[src/rtl/microondas_pkg.sv]
// Shared types, codes and time-arithmetic helpers for the microwave cooking sequencer.
// Times are mm:ss held as a packed struct so editing and countdown share one representation.
package microondas_pkg;

  typedef enum logic [2:0] {
    IDLE   = 3'd0,
    COOK   = 3'd1,
    PAUSED = 3'd2,
    DONE   = 3'd3
  } estado_t;

  localparam logic [1:0] PASSO_NENHUM = 2'b00;
  localparam logic [1:0] PASSO_1S     = 2'b01;
  localparam logic [1:0] PASSO_10S    = 2'b10;
  localparam logic [1:0] PASSO_60S    = 2'b11;

  localparam logic [1:0] POT_BAIXA = 2'b00;
  localparam logic [1:0] POT_MEDIA = 2'b10;
  localparam logic [1:0] POT_ALTA  = 2'b11;

  localparam int MAX_MIN = 99;
  localparam int MAX_SEG = 59;

  typedef struct packed {
    logic [6:0] min;
    logic [5:0] seg;
  } tempo_t;

  // Adds one step; anything past 99:59 saturates there.
  function automatic tempo_t tempo_soma(input tempo_t t, input logic [1:0] passo);
    tempo_t     r;
    logic [7:0] min_n;
    logic [6:0] seg_n;
    min_n = {1'b0, t.min};
    seg_n = {1'b0, t.seg};
    case (passo)
      PASSO_1S:  seg_n = seg_n + 7'd1;
      PASSO_10S: seg_n = seg_n + 7'd10;
      PASSO_60S: min_n = min_n + 8'd1;
      default:   ;
    endcase
    if (seg_n >= 7'd60) begin
      seg_n = seg_n - 7'd60;
      min_n = min_n + 8'd1;
    end
    if (min_n > 8'(MAX_MIN)) begin
      r.min = 7'(MAX_MIN);
      r.seg = 6'(MAX_SEG);
    end else begin
      r.min = min_n[6:0];
      r.seg = seg_n[5:0];
    end
    return r;
  endfunction

  // Subtracts one step, borrowing a minute when needed; underflow saturates at 00:00.
  function automatic tempo_t tempo_subtrai(input tempo_t t, input logic [1:0] passo);
    tempo_t     r;
    logic [5:0] dec;
    r = t;
    case (passo)
      PASSO_1S:  dec = 6'd1;
      PASSO_10S: dec = 6'd10;
      default:   dec = 6'd0;
    endcase
    if (passo == PASSO_60S) begin
      if (t.min == 7'd0) r = '0;
      else               r.min = t.min - 7'd1;
    end else if (t.seg >= dec) begin
      r.seg = t.seg - dec;
    end else if (t.min != 7'd0) begin
      r.min = t.min - 7'd1;
      r.seg = t.seg + 6'd60 - dec;
    end else begin
      r = '0;
    end
    return r;
  endfunction

endpackage

[src/rtl/divisor_tick.sv]
// One-second tick generator: pulses once every TICK_DIV enabled cycles.
// The count freezes while enable is low so a paused cook resumes mid-second.
module divisor_tick #(
  parameter int TICK_DIV = 100_000_000
) (
  input  logic clock,
  input  logic reset,
  input  logic enable,
  input  logic clear,
  output logic tick
);

  localparam int W = (TICK_DIV > 1) ? $clog2(TICK_DIV) : 1;
  localparam logic [W-1:0] ULTIMO = W'(TICK_DIV - 1);

  logic [W-1:0] cnt_q, cnt_d;

  assign tick = enable & (cnt_q == ULTIMO);

  always_comb begin
    cnt_d = cnt_q;
    if (clear)       cnt_d = '0;
    else if (enable) cnt_d = tick ? '0 : cnt_q + 1'b1;
  end

  // NOTE: registers use non-blocking assignments so every flop samples pre-edge values.
  always_ff @(posedge clock or negedge reset) begin
    if (!reset) cnt_q <= '0;
    else        cnt_q <= cnt_d;
  end

endmodule

[src/rtl/microondas_sequenciador.sv]
// Cooking-session sequencer: programmed mm:ss, IDLE/COOK/PAUSED/DONE control and
// magnetron duty cycle per power level; feeds the display and lamp drivers.
module microondas_sequenciador
  import microondas_pkg::*;
#(
  parameter int TICK_DIV = 100_000_000,
  parameter int FIM_SEG  = 3
) (
  input  logic       clock,
  input  logic       reset,
  input  logic       start,
  input  logic       stop,
  input  logic       pause,
  input  logic       porta,
  input  logic       mais,
  input  logic       menos,
  input  logic [1:0] passo,
  input  logic [1:0] potencia,
  output logic [6:0] tempo_min,
  output logic [5:0] tempo_seg,
  output logic       magnetron,
  output logic       luz,
  output logic       fim,
  output logic [2:0] estado
);

  localparam int FW = (FIM_SEG > 1) ? $clog2(FIM_SEG) : 1;

  estado_t       state_q, state_d;
  tempo_t        tempo_q, tempo_d;
  logic [1:0]    fase_q, fase_d;
  logic [FW-1:0] fim_cnt_q, fim_cnt_d;
  logic [4:0]    btn_q, btn, ev;
  logic          start_ev, stop_ev, pause_ev, mais_ev, menos_ev;
  logic          tick, en_div, clear_div, pode_iniciar, fase_ok;
  tempo_t        editado, decrementado;

  assign btn = {start, stop, pause, mais, menos};
  assign ev  = btn & ~btn_q;
  assign {start_ev, stop_ev, pause_ev, mais_ev, menos_ev} = ev;

  assign pode_iniciar = ~porta & (tempo_q != '0);
  assign decrementado = tempo_subtrai(tempo_q, PASSO_1S);
  assign editado      = mais_ev  ? tempo_soma(tempo_q, passo)    :
                        menos_ev ? tempo_subtrai(tempo_q, passo) : tempo_q;

  // Higher-priority exits suppress counting so the held count survives a pause.
  assign en_div = ((state_q == COOK) & ~stop_ev & ~porta & ~pause_ev) | (state_q == DONE);

  divisor_tick #(.TICK_DIV(TICK_DIV)) u_divisor (
    .clock  (clock),
    .reset  (reset),
    .enable (en_div),
    .clear  (clear_div),
    .tick   (tick)
  );

  always_comb begin
    // NOTE: every variable gets a default first, so no path can infer a latch.
    state_d   = state_q;
    tempo_d   = tempo_q;
    fase_d    = fase_q;
    fim_cnt_d = fim_cnt_q;
    clear_div = 1'b0;
    case (state_q)
      IDLE, PAUSED: begin
        if (stop_ev) begin
          state_d = IDLE;
          tempo_d = '0;
        end else if (start_ev) begin
          if (pode_iniciar) begin
            state_d = COOK;
            if (state_q == IDLE) begin
              clear_div = 1'b1;
              fase_d    = '0;
            end
          end
        end else begin
          tempo_d = editado;
        end
      end
      COOK: begin
        if (stop_ev) begin
          state_d = IDLE;
          tempo_d = '0;
        end else if (porta || pause_ev) begin
          state_d = PAUSED;
        end else if (tick) begin
          tempo_d = decrementado;
          fase_d  = fase_q + 2'd1;
          if (decrementado == '0) begin
            state_d   = DONE;
            fim_cnt_d = '0;
          end
        end
      end
      DONE: begin
        if (stop_ev) begin
          state_d = IDLE;
          tempo_d = '0;
        end else if (porta || start_ev || pause_ev) begin
          state_d = IDLE;
        end else if (tick) begin
          if (fim_cnt_q == FW'(FIM_SEG - 1)) state_d = IDLE;
          else                               fim_cnt_d = fim_cnt_q + 1'b1;
        end
      end
      default: state_d = IDLE;
    endcase
  end

  always_ff @(posedge clock or negedge reset) begin
    if (!reset) begin
      state_q   <= IDLE;
      tempo_q   <= '0;
      fase_q    <= '0;
      fim_cnt_q <= '0;
      btn_q     <= '0;
    end else begin
      state_q   <= state_d;
      tempo_q   <= tempo_d;
      fase_q    <= fase_d;
      fim_cnt_q <= fim_cnt_d;
      btn_q     <= btn;
    end
  end

  always_comb begin
    case (potencia)
      POT_ALTA:  fase_ok = 1'b1;
      POT_MEDIA: fase_ok = ~fase_q[0];
      default:   fase_ok = (fase_q == 2'd0);
    endcase
  end

  assign magnetron = (state_q == COOK) & ~porta & fase_ok;
  assign luz       = porta | (state_q == COOK);
  assign fim       = (state_q == DONE);
  assign estado    = state_q;
  assign tempo_min = tempo_q.min;
  assign tempo_seg = tempo_q.seg;

endmodule

[config.mk]
export PLATFORM = sky130hd
export DESIGN_NAME = microondas_sequenciador
export DESIGN_NICKNAME = d
export VERILOG_FILES = /design/src/rtl/microondas_pkg.sv /design/src/rtl/divisor_tick.sv /design/src/rtl/microondas_sequenciador.sv
export SDC_FILE = /design/constraint.sdc
export NUM_CORES = 1
export LEC_CHECK = 0
export BUFFER_PORTS_ARGS = -buffer_cell sky130_fd_sc_hd__buf_2
export CAP_MARGIN = 20
export CORE_MARGIN = 10
export CORE_UTILIZATION = 67
export CTS_CLUSTER_SIZE = 24
export DETAILED_ROUTE_END_ITERATION = 10
export PLACE_DENSITY = 0.87
export SLEW_MARGIN = 10
export SYNTH_ARGS = -nofsm -noshare
export SYNTH_HDL_FRONTEND = slang
export SYNTH_SLANG_ARGS = --single-unit
[constraint.sdc]
create_clock -name clock -period 5.28 [get_ports clock]
set_input_delay 0.264 -clock clock [delete_from_list [all_inputs] [get_ports clock]]
set_output_delay 0.264 -clock clock [all_outputs]
set_load 0.005 [all_outputs]
Word level (Yosys, flattened, before mapping)
Index checks and enable logic that the tools add are counted.

Output and inout port bits: 19. Logic and storage cells: 156. Register bits after elaboration: 52. Input port bits: 12.

Reductions and logical operators: 19. Eq/ne operators: 35. Bitwise operators: 15. Add/subtract/negate cells: 14. Order comparisons: 4. Multiplexer cells: 62.

Operator list (count): $mux W13 (12); $mux W27 (3); $pmux W13 S3 (1); $mux W3 (11); $mux W2 (15); $add A27 B1 Y27 const B (1); $eq A27 B27 Y1 const B (1); $mux W6 (4); $mux W7 (3); $ne A2 B2 Y1 const B (10); $mux W8 (2); $pmux W7 S2 (1); $reduce_and A7 Y1 (2); $logic_not A13 Y1 (1); $reduce_bool A13 Y1 (1); $ne A3 B3 Y1 const B (4); $sub A6 B1 Y6 const B (2); $sub A6 B6 Y6 (2); $eq A2 B2 Y1 const B (5); $ne A5 B5 Y1 const B (2); $pmux W3 S3 (1); $reduce_and A9 Y1 (1); $add A7 B1 Y8 const B (1); $add A8 B1 Y8 const B (1); other kinds (37) (62).

Logic depth before layout (Yosys ltp)
Gate-level depths: netlist (run 1).

Depth in word-level cells: 12. Gate-level depth with buffers: 14. Gate-level depth less buffers: 13.

By module
Synthesis (run 1) repeated with hierarchy kept, for this count alone.

Cell total of the unflattened synthesis: 610. Area, all modules: 4895.9 um^2.

By module, submodules not included: microondas_sequenciador (cells an instance 432, area an instance 3286.9 um^2, instances 1); divisor_tick (cells an instance 178, area an instance 1609.0 um^2, instances 1).

Least setup slack after synthesis (run 1)
No wires, ideal clock.

Kind: reg2reg. Start: reg tempo_q (netlist bit tempo_seg[2]). End: reg tempo_q (netlist bit tempo_seg[4]). Cell stages (with the launch flop): 14. Setup slack: 2188 ps. Arrival: 2965 ps. Period minus slack after synthesis: 3092 ps. Cell sequence: dfrtp_1 -> inv_1 -> ha_1 -> a22oi_1 -> nand2_1 -> ha_1 -> a21boi_1 -> o221a_2 -> or2_4 -> a21oi_1 -> and3b_1 -> buf_2 -> nor4b_1 -> o31ai_1.

Longest elaborated chain between the ends: 10. Elaborated cells between the ends (all ways): 29. Classes of those cells: add/sub: 8; order compare: 4; mux: 17.

RTL lines: from (decl) (line microondas_sequenciador.sv:30) `tempo_t tempo_q, tempo_d;`; from (signal assigned) (line microondas_sequenciador.sv:121) `tempo_q <= tempo_d;`; $add A6 B4 Y7 (tied with other cells) (line microondas_pkg.sv:38) `PASSO_10S: seg_n = seg_n + 7'd10;`; $pmux W7 S2 or $sub A6 B6 Y6 (tied branches) (line microondas_pkg.sv:36, microondas_pkg.sv:73); $ge A7 B6 Y1 or $mux W13 (tied branches) (line microondas_pkg.sv:42, microondas_pkg.sv:71); $mux W8 or $mux W6 (tied branches) (line microondas_pkg.sv:42, microondas_pkg.sv:69); $gt A8 B7 Y1 or $mux W13 (tied branches) (line microondas_pkg.sv:46, microondas_pkg.sv:66); $mux W13 (on tied branches) (line microondas_pkg.sv:46, microondas_sequenciador.sv:45); $mux W13 (line microondas_sequenciador.sv:44) `assign editado = mais_ev ? tempo_soma(tempo_q, passo) :`; $mux W13 (line microondas_sequenciador.sv:70) `end else if (start_ev) begin`; $mux W13 (line microondas_sequenciador.sv:67) `if (stop_ev) begin`; $pmux W13 S3 (*) (line microondas_sequenciador.sv:65) `case (state_q)`.

Mark *: on every way between the ends. The rest lies on a longest branch, timed or not. The select of a mux whose other input is x is not followed. A chain may end at the register's enable or synchronous reset.

Worst setup path after layout (run 1)
Start: reg tempo_q (netlist bit tempo_seg[2]). End: reg tempo_q (netlist bit tempo_min[2]).

Longest elaborated chain between the ends: 10. Elaborated cells between the ends (all ways): 19. Classes of those cells: add/sub: 2; order compare: 4; eq/ne: 1; mux: 11; reduce/logical: 1.

RTL lines: $add A6 B4 Y7 or $add A6 B1 Y7 (tied branches) (line microondas_pkg.sv:38, microondas_pkg.sv:37); $pmux W7 S2 (line microondas_pkg.sv:36) `case (passo)`; $ge A7 B6 Y1 (line microondas_pkg.sv:42) `if (seg_n >= 7'd60) begin`; $mux W8 (line microondas_pkg.sv:42); $gt A8 B7 Y1 (line microondas_pkg.sv:46) `if (min_n > 8'(MAX_MIN)) begin`; $mux W13 (line microondas_pkg.sv:46); $mux W13 (line microondas_sequenciador.sv:44); $mux W13 (line microondas_sequenciador.sv:70); $mux W13 (line microondas_sequenciador.sv:67); $pmux W13 S3 (line microondas_sequenciador.sv:65).

Several ways; a longest one is shown, not always the timed one. The select of a mux whose other input is x is not followed.

==> results by group, run 1 <==
Cells and area
  – Layout Nets: 654
  – Synthesis-to-layout area growth: 5.88%
  – Layout cells sized above 1: 9.82%
  – Fill cells: 546
  – Multi-input logic area: 3260 sq um
  – FF/Latch Area: 1280 sq um
  – Antenna cells: 0

Worst hold path
  – Min-Delay Endpoint: btn_q[2]
  – Worst hold start: pause
  – Hold Path Class: input pin to flip-flop
  – Hold depth: 1

Worst setup path
  – Crit path capture type: flip-flop
  – Critical path type: flip-flop to flip-flop
  – WP data arrival: 4.12 ns
  – FF-to-FF Start: tempo_seg[2]
  – Critical path peak fanout: 25
  – Worst EP required: 5.53 ns
  – CP cell instances: inv_1, ha_1, a22oi_1, nand2_1, ha_1, a21boi_1, o221a_2, or2_4, a21oi_1, and3b_1, or3_1, a41oi_2
  – CP max-delay cell: dfrtp_1
  – FF-to-FF path depth: 12
  – Max incr delay on CP: 0.91 ns
  – Critical path startpoint category: flip-flop
  – Register-to-Register Setup Slack: 1.41 ns
  – Critical Path Most Common Cell: ha_1
  – Reg-to-Reg End: tempo_min[2]

Yosys
  – Post-synth net total: 647
  – Post-synth EDFFs: 0
  – Share of flip-flops with an asynchronous set or reset: 100%
  – Synth cell types: 79
  – Synth Warn #: 0
  – Sequential share of the synthesized area: 26.7%
  – Top FF cell, synth: dfrtp_1
  – Post-synthesis instance area: 4780 sq um
  – Syn_area_per_cell: 7.93 sq um
  – FF+latch count, synth: 51
  – Post-Syn Instances: 603

STA
  – Actual transition at the worst max-transition pin: 0.961 ns
  – Clock skew after layout: 0.00754 ns
  – Max-slew violation count: 0
  – Fmax: 258 MHz
  – RSZ-0062 raised after global routing: false
  – Final setup fails: 0
  – Setup TNS: 0 ns
  – Period utilization: 73.3%
  – Fin worst setup slack: 1.41 ns
  – Final Hold Viols: 0
  – Max transition margin: 35.8%
  – Fin crit period: 3.87 ns

Die
  – Die Height: 105 um
  – Row Count: 30
  – # IOs: 31
  – Die width: 105 um
  – Die area: 10900 sq um
  – Starting density of the core: 69.7%
  – Core Region: 6870 sq um

Clock tree
  – CTS tree: done
  – Max Buffers Root-to-Sink: 2
  – Number of buffers created by CTS: 5
  – Clk slew on worst S/H paths: 0.10 ns
  – CTS Root Cell: clkbuf_8
  – Clock Sinks: 51
  – Post_cts resized: 0
  – Worst-Skew Late Latency: 0.32 ns
  – CTS HTree Levels: 2

Drt
  – Post-route ant nets: 0
  – Wire per inst: 17.4 um
  – Via density: 6.51
  – 1st-iter DRT viols: 417
  – DRC Markers: 0
  – Drt pass-1 iters: 6
  – Via count: 4605
  – Final WL: 12.3 mm

Global route
  – Grt peak-use layer: met2
  – Global route overflow: 0
  – Initial antenna violation count: 0
  – Total track usage: 21.8%
  – Routing usage on met1: 27.2%
  – Vias in the first global route: 4315
  – Largest net degree at the start of global routing: 52
  – GR Layer Usage met2: 37.1%
  – Met3 usage: 2.79%
  – First-pass GRT wire length: 20.6 mm

Place
  – I/O Buffers: 29
  – Detailed placement HPWL: 8.94 mm
  – GPL Wtd Cong: 0.965
  – Dpl ws: 1.49 ns

Pwr
  – Pwr/cell area: 437 nW/um^2
  – LEAKAGE: 0.00221 uW
  – VDD IR max: 0.249 mV

Job
  – Max-cap violation count: 0

Run status
  – Status: finished clean
## worst max path at each step
stage,startpoint,end,slack [ns]
after CTS,tempo_seg[2],tempo_min[2],1.45
after detailed placement,tempo_seg[2],tempo_min[2],1.49
after global placement,tempo_seg[2],tempo_min[2],1.62
after floorplan,tempo_seg[2],tempo_seg[4],2.19
after global routing,tempo_seg[2],tempo_min[2],1.04
final,tempo_seg[2],tempo_min[2],1.41
## flip-flops by register name, summed over array words and instances, names as in the netlist
name,flops
u_divisor.cnt_q,27
btn_q,5
estado,2
tempo_seg,6
tempo_min,7
fase_q,2
fim_cnt_q,2
## worst max-delay path, delay by kind of cell (launching register included)
family / cells / cell delay, ns
buf+inv: 1 / 0.26
fa+ha+maj: 2 / 0.58
simple gates: 4 / 1.12
flops: 1 / 0.91
compound gates: 5 / 0.91
## per-stage QoR
step / std cells / hold WS, ns / utilization, % / cell area [sq um] / power, uW
2_1_floorplan: 603 / -0.0316 / - / 4780 / 1530
3_3_place_gp: 696 / 0.387 / 71.2 / 4890 / 1780
3_5_place_dp: 696 / 0.388 / 71.2 / 4890 / 1820
4_1_cts: 704 / 0.0589 / 73.2 / 5030 / 2170
5_1_grt: 707 / 0.0591 / 73.8 / 5070 / 2370
6_report: 707 / 0.0555 / 73.8 / 5070 / 2210
## cell usage after synthesis, types with 4 or more instances
cell type | instances | area share, %
clkbuf_1 | 19 | 1.5
o31ai_1 | 4 | 0.63
buf_2 | 7 | 0.73
nor3_1 | 18 | 1.9
and3_1 | 9 | 1.2
a21oi_1 | 35 | 3.7
a211oi_1 | 4 | 0.63
nor2_1 | 65 | 5.1
xnor2_1 | 23 | 4.2
nand2_1 | 60 | 4.7
nor4_1 | 10 | 1.3
a21o_1 | 8 | 1.3
xor2_1 | 19 | 3.5
o221ai_1 | 6 | 1.1
o211ai_1 | 5 | 0.78
and2_1 | 4 | 0.52
inv_1 | 25 | 2.0
dfrtp_1 | 51 | 27
or2_2 | 4 | 0.52
nand3_1 | 25 | 2.6
nor3b_1 | 6 | 0.94
ha_1 | 30 | 7.8
nand2b_1 | 11 | 1.4
a31oi_1 | 7 | 0.92
o21ai_1 | 5 | 0.52
nand4_1 | 7 | 0.92
or3_1 | 10 | 1.3
o21ai_0 | 32 | 3.3
mux2i_1 | 6 | 1.3
a22oi_1 | 8 | 1.3
nor2b_1 | 7 | 0.92
## cell type report
| class | instances | area share (%) |
|---|---|---|
| clock buffers | 5 | 1.36 |
| clock inverters | 3 | 1.41 |
| inverters | 25 | 1.85 |
| multi-input cells | 495 | 64.3 |
| flip-flops and latches | 51 | 25.2 |
| well taps | 96 | 2.37 |
| repair buffers | 32 | 3.56 |
## where the power goes
group,internal [uW],leakage [uW],switching [uW]
Combinational,507,0.00146,728
Sequential,438,0.000673,199
Clock,192,0.0000703,149
## routing by layer
metal	vias up	routed length (um)
met3	50	746
met2	193	6030
met1	2176	5120
met4	0	407
met5	-	0
li1	2186	-
## what timing repair did
action | 4_1_cts | 5_1_grt
endpoints found under the setup margin | 0 | 0
hold endpoints to repair | 0 | 14
hold buffers | 0 | 1
buffers inserted | 0 | 0
## cell usage in the layout, fill, tap and decap left out, drive strengths merged, types with 4 or more instances in the layout
master and instances:
buf 31, a31oi 8, o21ai 37, xnor2 23, nor3 20, o31ai 4
o211ai 5, nor2b 7, nor4 11, nand2b 11, a21o 8, a211oi 4
a21oi 35, a22oi 8, clkbuf 5, xor2 19, ha 30, or3 10
nand3 25, nand4 7, nor3b 7, a21boi 5, dfrtp 51, and2 4
mux2i 6, or2 8, and3 9, inv 26, nand2 60, nor2 66
o221ai 6
## kinds of logic after synthesis
kind of cell / Yosys count / synth area share (%)
other: 1 / 0.0784
buffers and inverters: 57 / 5.28
AOI/OAI and AO/OA: 155 / 22.3
muxes: 8 / 1.73
DFF: 51 / 26.7
xor gates and xnor gates: 42 / 7.69
and+or+nand+nor: 257 / 27.6
adders and majority gates: 32 / 8.68
No activity file was read; power rests on OpenSTA's default activity.
==> run 2: changes to the inputs <==
- ABC_AREA: unset -> 1
- CORE_UTILIZATION: 67 -> 56
- PLACE_DENSITY: 0.87 -> 0.77
- clock period: 5.28 -> 3.3 ns (I/O delays scaled with it)
==> results by group, run 2 <==
Cells and area
  – Largest register FFs: 27
  – Fin cells: 847
  – Most frequent cells in the layout: nand2_1 (150), inv_1 (94), nor2_1 (75)
  – Layout cells sized above 1: 14.6%
  – Most flops, register: u_divisor.cnt_q
  – Most common cell after layout, fill and taps aside: nand2_1
  – Synthesis-to-layout area growth: 8.20%
  – Layout Nets: 785
  – Antenna cells: 0

Place
  – GPL Wtd Cong: 0.977
  – Dpl cells: 833
  – Detailed placement HPWL: 9.91 mm
  – Dpl ws: 0.269 ns
  – I/O Buffers: 29

Clock tree
  – Clk slew on worst S/H paths: 0.10 ns
  – Post-CTS setup buffers: 0
  – Clock Sinks: 51
  – CTS tree: done
  – Worst-Skew Late Latency: 0.31 ns
  – Max Buffers Root-to-Sink: 2
  – CTS Root Cell: clkbuf_8
  – Number of buffers created by CTS: 5
  – CTS HTree Levels: 2

Yosys
  – Top cells by area, synth: dfrtp_1 (26%), nand2_1 (12%), ha_1 (7.7%)
  – Sequential share of the synthesized area: 26.2%
  – FF+latch count, synth: 51
  – Synth Warn #: 0
  – Post-synthesis instance area: 4860 sq um
  – Post-synth top cells: nand2_1 (150), inv_1 (94), nor2_1 (75)
  – Post-Syn Instances: 705
  – Share of flip-flops with an asynchronous set or reset: 100%
  – Count leader, synth: nand2_1
  – Post-synth EDFFs: 0
  – Largest area contributor in the netlist: dfrtp_1
  – Top cell type's share of synthesized area: 26.2%
  – Top FF cell, synth: dfrtp_1
  – Syn_area_per_cell: 6.90 sq um
  – Post-synth net total: 749
  – Synth cell types: 54

Job
  – Max-cap violation count: 0

STA
  – Fin crit period: 3.01 ns
  – Setup TNS: 0 ns
  – Fmax: 332 MHz
  – Max transition margin: 51.0%
  – Final setup fails: 0
  – Clock skew after layout: 0.00676 ns
  – Actual transition at the worst max-transition pin: 0.734 ns
  – Period utilization: 91.2%
  – Final Hold Viols: 0
  – RSZ-0062 raised after global routing: false
  – Fin Hold WS: 0.440 ns
  – Fin worst setup slack: 0.290 ns
  – Max-slew violation count: 0

Pwr
  – VDD IR max: 0.417 mV
  – LEAKAGE: 0.00258 uW
  – Pwr/cell area: 835 nW/um^2
  – Pwr Total: 4400 uW

Drt
  – DRC Markers: 0
  – 1st-iter DRT viols: 388
  – Via density: 5.76
  – Via count: 4875
  – Drt pass-1 iters: 5
  – Final WL: 12.9 mm
  – Wire per inst: 15.3 um
  – Post-route ant nets: 0

Worst setup path
  – Critical path startpoint category: flip-flop
  – Critical path peak fanout: 9
  – Worst EP required: 3.54 ns
  – Register-to-Register Setup Slack: 0.29 ns
  – Crit path capture type: flip-flop
  – WP data arrival: 3.25 ns
  – Critical path type: flip-flop to flip-flop

Die
  – Starting density of the core: 58.3%
  – Core Region: 8340 sq um
  – Die width: 113 um
  – Die area: 12800 sq um
  – # IOs: 31
  – Row Count: 33
  – Die Height: 113 um

Global route
  – Initial antenna violation count: 0
  – Total track usage: 19.4%
  – Vias in the first global route: 4554
  – Global route overflow: 0
  – Largest net degree at the start of global routing: 33
  – First-pass GRT wire length: 21.5 mm

Run status
  – Status: finished clean

Worst hold path
  – Hold Path Class: input pin to flip-flop
## run 2: cell types whose count changed in the layout (fill, tap and decap cells not counted), sizes merged, moves of 13 or more
cell   delta
nor2     +22
nand2   +103
nand3    +21
inv      +78
o21ai    +13
xnor2    -19
## run 2: where the power goes
part / leakage (uW) / internal (uW) / switching (uW) / total [uW]
Sequential: 0.000643 / 823 / 300 / 1120
Combinational: 0.00188 / 1030 / 1840 / 2870
Clock: 0.0000505 / 191 / 217 / 408
Total: 0.00258 / 2040 / 2360 / 4400
## run 2: metal layers
layer  routed length [um]  track usage (%)  vias to the layer above  share of wire [%]
met1                 5920             26.1                     2290                 46
met4                  208             5.33                        0                1.6
li1                     -                -                     2380                  -
met3                  874             3.80                       21                6.8
met2                 5930             30.8                      184                 46
met5                    0                0                        -                  0
## run 2: kinds of logic after synthesis
family                     after synthesis  synth area share [%]
AOI/OAI and AO/OA                      135                  17.5
and+or+nand+nor                        349                  33.6
DFF                                     51                  26.2
adders and majority gates               32                  8.54
xor gates and xnor gates                19                  3.81
buffers and inverters                  118                  10.2
other                                    1                0.0771
## run 2: critical path, cell delays in order (launching register included)
cell and delay, ns:
dfrtp_2 0.49, inv_1 0.20, ha_1 0.25, inv_1 0.08
fa_1 0.21, inv_1 0.06, o21ai_0 0.28, inv_1 0.07
nand3_1 0.20, inv_1 0.13, a21oi_1 0.14, inv_1 0.10
nor2_1 0.18, o311ai_0 0.22, nand2_1 0.14, o21ai_2 0.07
a21boi_1 0.11
## run 2: area by class of cell
cell class	count	area, sq um
Fill cell	761	3080
Inverter	104	395
Clock inverter	1	7.51
Timing Repair Buffer	43	265
Clock buffer	7	96.3
Sequential cell	51	1280
Tap cell	105	131
Multi-Input combinational cell	536	3090
## run 2: repair_timing
| action | CTS | global route |
|---|---|---|
| resized for setup | 0 | 1 |
| endpoints found under the setup margin | 0 | 2 |
| hold buffers | 6 | 0 |
| endpoints found under the hold margin | 36 | 0 |
## run 2: stage by stage
stage | utilization (%) | cell area [sq um]
2_1_floorplan | - | 4860
3_3_place_gp | 61.1 | 5100
3_5_place_dp | 61.1 | 5100
4_1_cts | 63.1 | 5260
5_1_grt | 63.1 | 5260
6_report | 63.1 | 5260
## run 2: worst paths after layout
path | startpoint | end | cells after the start
worst max-delay path | tempo_seg[0] | tempo_seg[5] | 16
worst min-delay path | porta | estado[0] | 6
worst max register to register | tempo_seg[0] | tempo_seg[5] | 16
worst min register to register | u_divisor.cnt_q[26] | u_divisor.cnt_q[26] | 1
max in group asynchronous | reset | u_divisor.cnt_q[17] | 3
min in group asynchronous | reset | tempo_seg[2] | 2
==> run 3: changes to the inputs <==
- RECOVER_POWER: unset -> 50
==> results by group, run 3 (synthesis results as in run 2) <==
Run status
  – Status: finished with violations
  – Failing checks: capacitance limit, slew limit

Clock tree
  – Post-CTS setup buffers: 0
  – Clk slew on worst S/H paths: 0.10 ns
  – Clock Sinks: 51
  – Worst-Skew Late Latency: 0.31 ns
  – CTS HTree Levels: 2
  – CTS Root Cell: clkbuf_8
  – CTS tree: done
  – Number of buffers created by CTS: 5
  – Max Buffers Root-to-Sink: 2

STA
  – Setup TNS: 0 ns
  – Max transition margin: -15.9%
  – Actual transition at the worst max-transition pin: 1.74 ns
  – Max-slew violation count: 33
  – Period utilization: 91.2%
  – Fin worst setup slack: 0.290 ns
  – Fmax: 332 MHz
  – Final Hold Viols: 0
  – Fin Hold WS: 0.440 ns
  – RSZ-0062 raised after global routing: false
  – Final setup fails: 0
  – Clock skew after layout: 0.00693 ns
  – Fin crit period: 3.01 ns

Cells and area
  – Layout cells sized above 1: 12.5%
  – Most common cell after layout, fill and taps aside: nand2_1
  – Fill cells: 771
  – Antenna cells: 0
  – Layout Nets: 785
  – Synthesis-to-layout area growth: 7.72%
  – Most frequent cells in the layout: nand2_1 (150), inv_1 (94), nor2_1 (75)
  – Largest register FFs: 27
  – Most flops, register: u_divisor.cnt_q
  – Fin cells: 847

Worst setup path
  – Critical path type: flip-flop to flip-flop
  – Crit path capture type: flip-flop
  – Critical path peak fanout: 9
  – Worst EP required: 3.54 ns
  – WP data arrival: 3.25 ns
  – Register-to-Register Setup Slack: 0.29 ns
  – Critical path startpoint category: flip-flop

Die
  – Starting density of the core: 58.3%
  – Die Height: 113 um
  – Row Count: 33
  – Die width: 113 um
  – Core Region: 8340 sq um
  – # IOs: 31
  – Die area: 12800 sq um

Global route
  – Grt peak-use layer: met2
  – Total track usage: 19.4%
  – Largest net degree at the start of global routing: 33
  – Routing usage on met1: 26.1%
  – Initial antenna violation count: 0
  – GR Layer Usage met2: 30.8%
  – Global route overflow: 0
  – Met3 usage: 3.80%
  – Vias in the first global route: 4554
  – First-pass GRT wire length: 21.5 mm

Drt
  – Final WL: 12.9 mm
  – Wire per inst: 15.2 um
  – Via density: 5.75
  – DRC Markers: 0
  – 1st-iter DRT viols: 387
  – Via count: 4870
  – Drt pass-1 iters: 5
  – Post-route ant nets: 0

Place
  – GPL Wtd Cong: 0.977
  – Dpl cells: 833
  – Detailed placement HPWL: 9.91 mm
  – I/O Buffers: 29
  – Dpl ws: 0.269 ns

Pwr
  – Pwr Total: 4380 uW
  – LEAKAGE: 0.00253 uW
  – VDD IR max: 0.417 mV
  – Pwr/cell area: 836 nW/um^2

Worst hold path
  – Hold Path Class: input pin to flip-flop

Job
  – Max-cap violation count: 1
## run 3: cell type report
cell class	instances	area, sq um	share of cell area, %
tap	105	131	2.51
clock buffer	7	96.3	1.84
sequential	51	1280	24.4
multi-input combinational	536	3090	59.0
clock inverter	1	7.51	0.143
inverter	104	395	7.55
timing repair buffer	43	241	4.61
## run 3: path summary, 6_finish.rpt
path                                          start                   to  depth (start not counted)
worst max-delay path                   tempo_seg[0]         tempo_seg[5]                         16
worst min-delay path                          porta            estado[0]                          6
worst max register to register         tempo_seg[0]         tempo_seg[5]                         16
worst min register to register  u_divisor.cnt_q[26]  u_divisor.cnt_q[26]                          1
max in group asynchronous                     reset  u_divisor.cnt_q[17]                          3
min in group asynchronous                     reset         tempo_seg[5]                          2
## run 3: what timing repair did
item | in CTS | in global routing
hold endpoints to repair | 36 | 0
hold buffers | 6 | 0
resized for setup | 0 | 1
setup endpoints to repair | 0 | 2
## run 3: metal layers
layer,part of all wire [%],vias to the layer above
li1,-,2386
met5,0,-
met4,1.5,0
met2,46,197
met3,6.6,19
met1,46,2268
## run 3: power breakdown
part	switching, uW	total, uW	internal, uW	leakage (uW)
Clock	217	408	191	0.0000505
Sequential	301	1120	823	0.000643
Combinational	1840	2850	1010	0.00184
Total	2360	4380	2020	0.00253
## run 3: critical path: stages (launching register included)
cell	delay (ns)
dfrtp_2	0.49
inv_1	0.20
ha_1	0.25
inv_1	0.08
fa_1	0.21
inv_1	0.06
o21ai_0	0.28
inv_1	0.07
nand3_1	0.20
inv_1	0.13
a21oi_1	0.14
inv_1	0.10
nor2_1	0.18
o311ai_0	0.22
nand2_1	0.14
o21ai_2	0.07
a21boi_1	0.11
## run 3: through the flow
stage	utilization, %	instance area, sq um
after floorplan	-	4860
final	62.8	5240
after detailed placement	61.1	5100
after CTS	63.1	5260
after global routing	62.8	5240
after global placement	61.1	5100
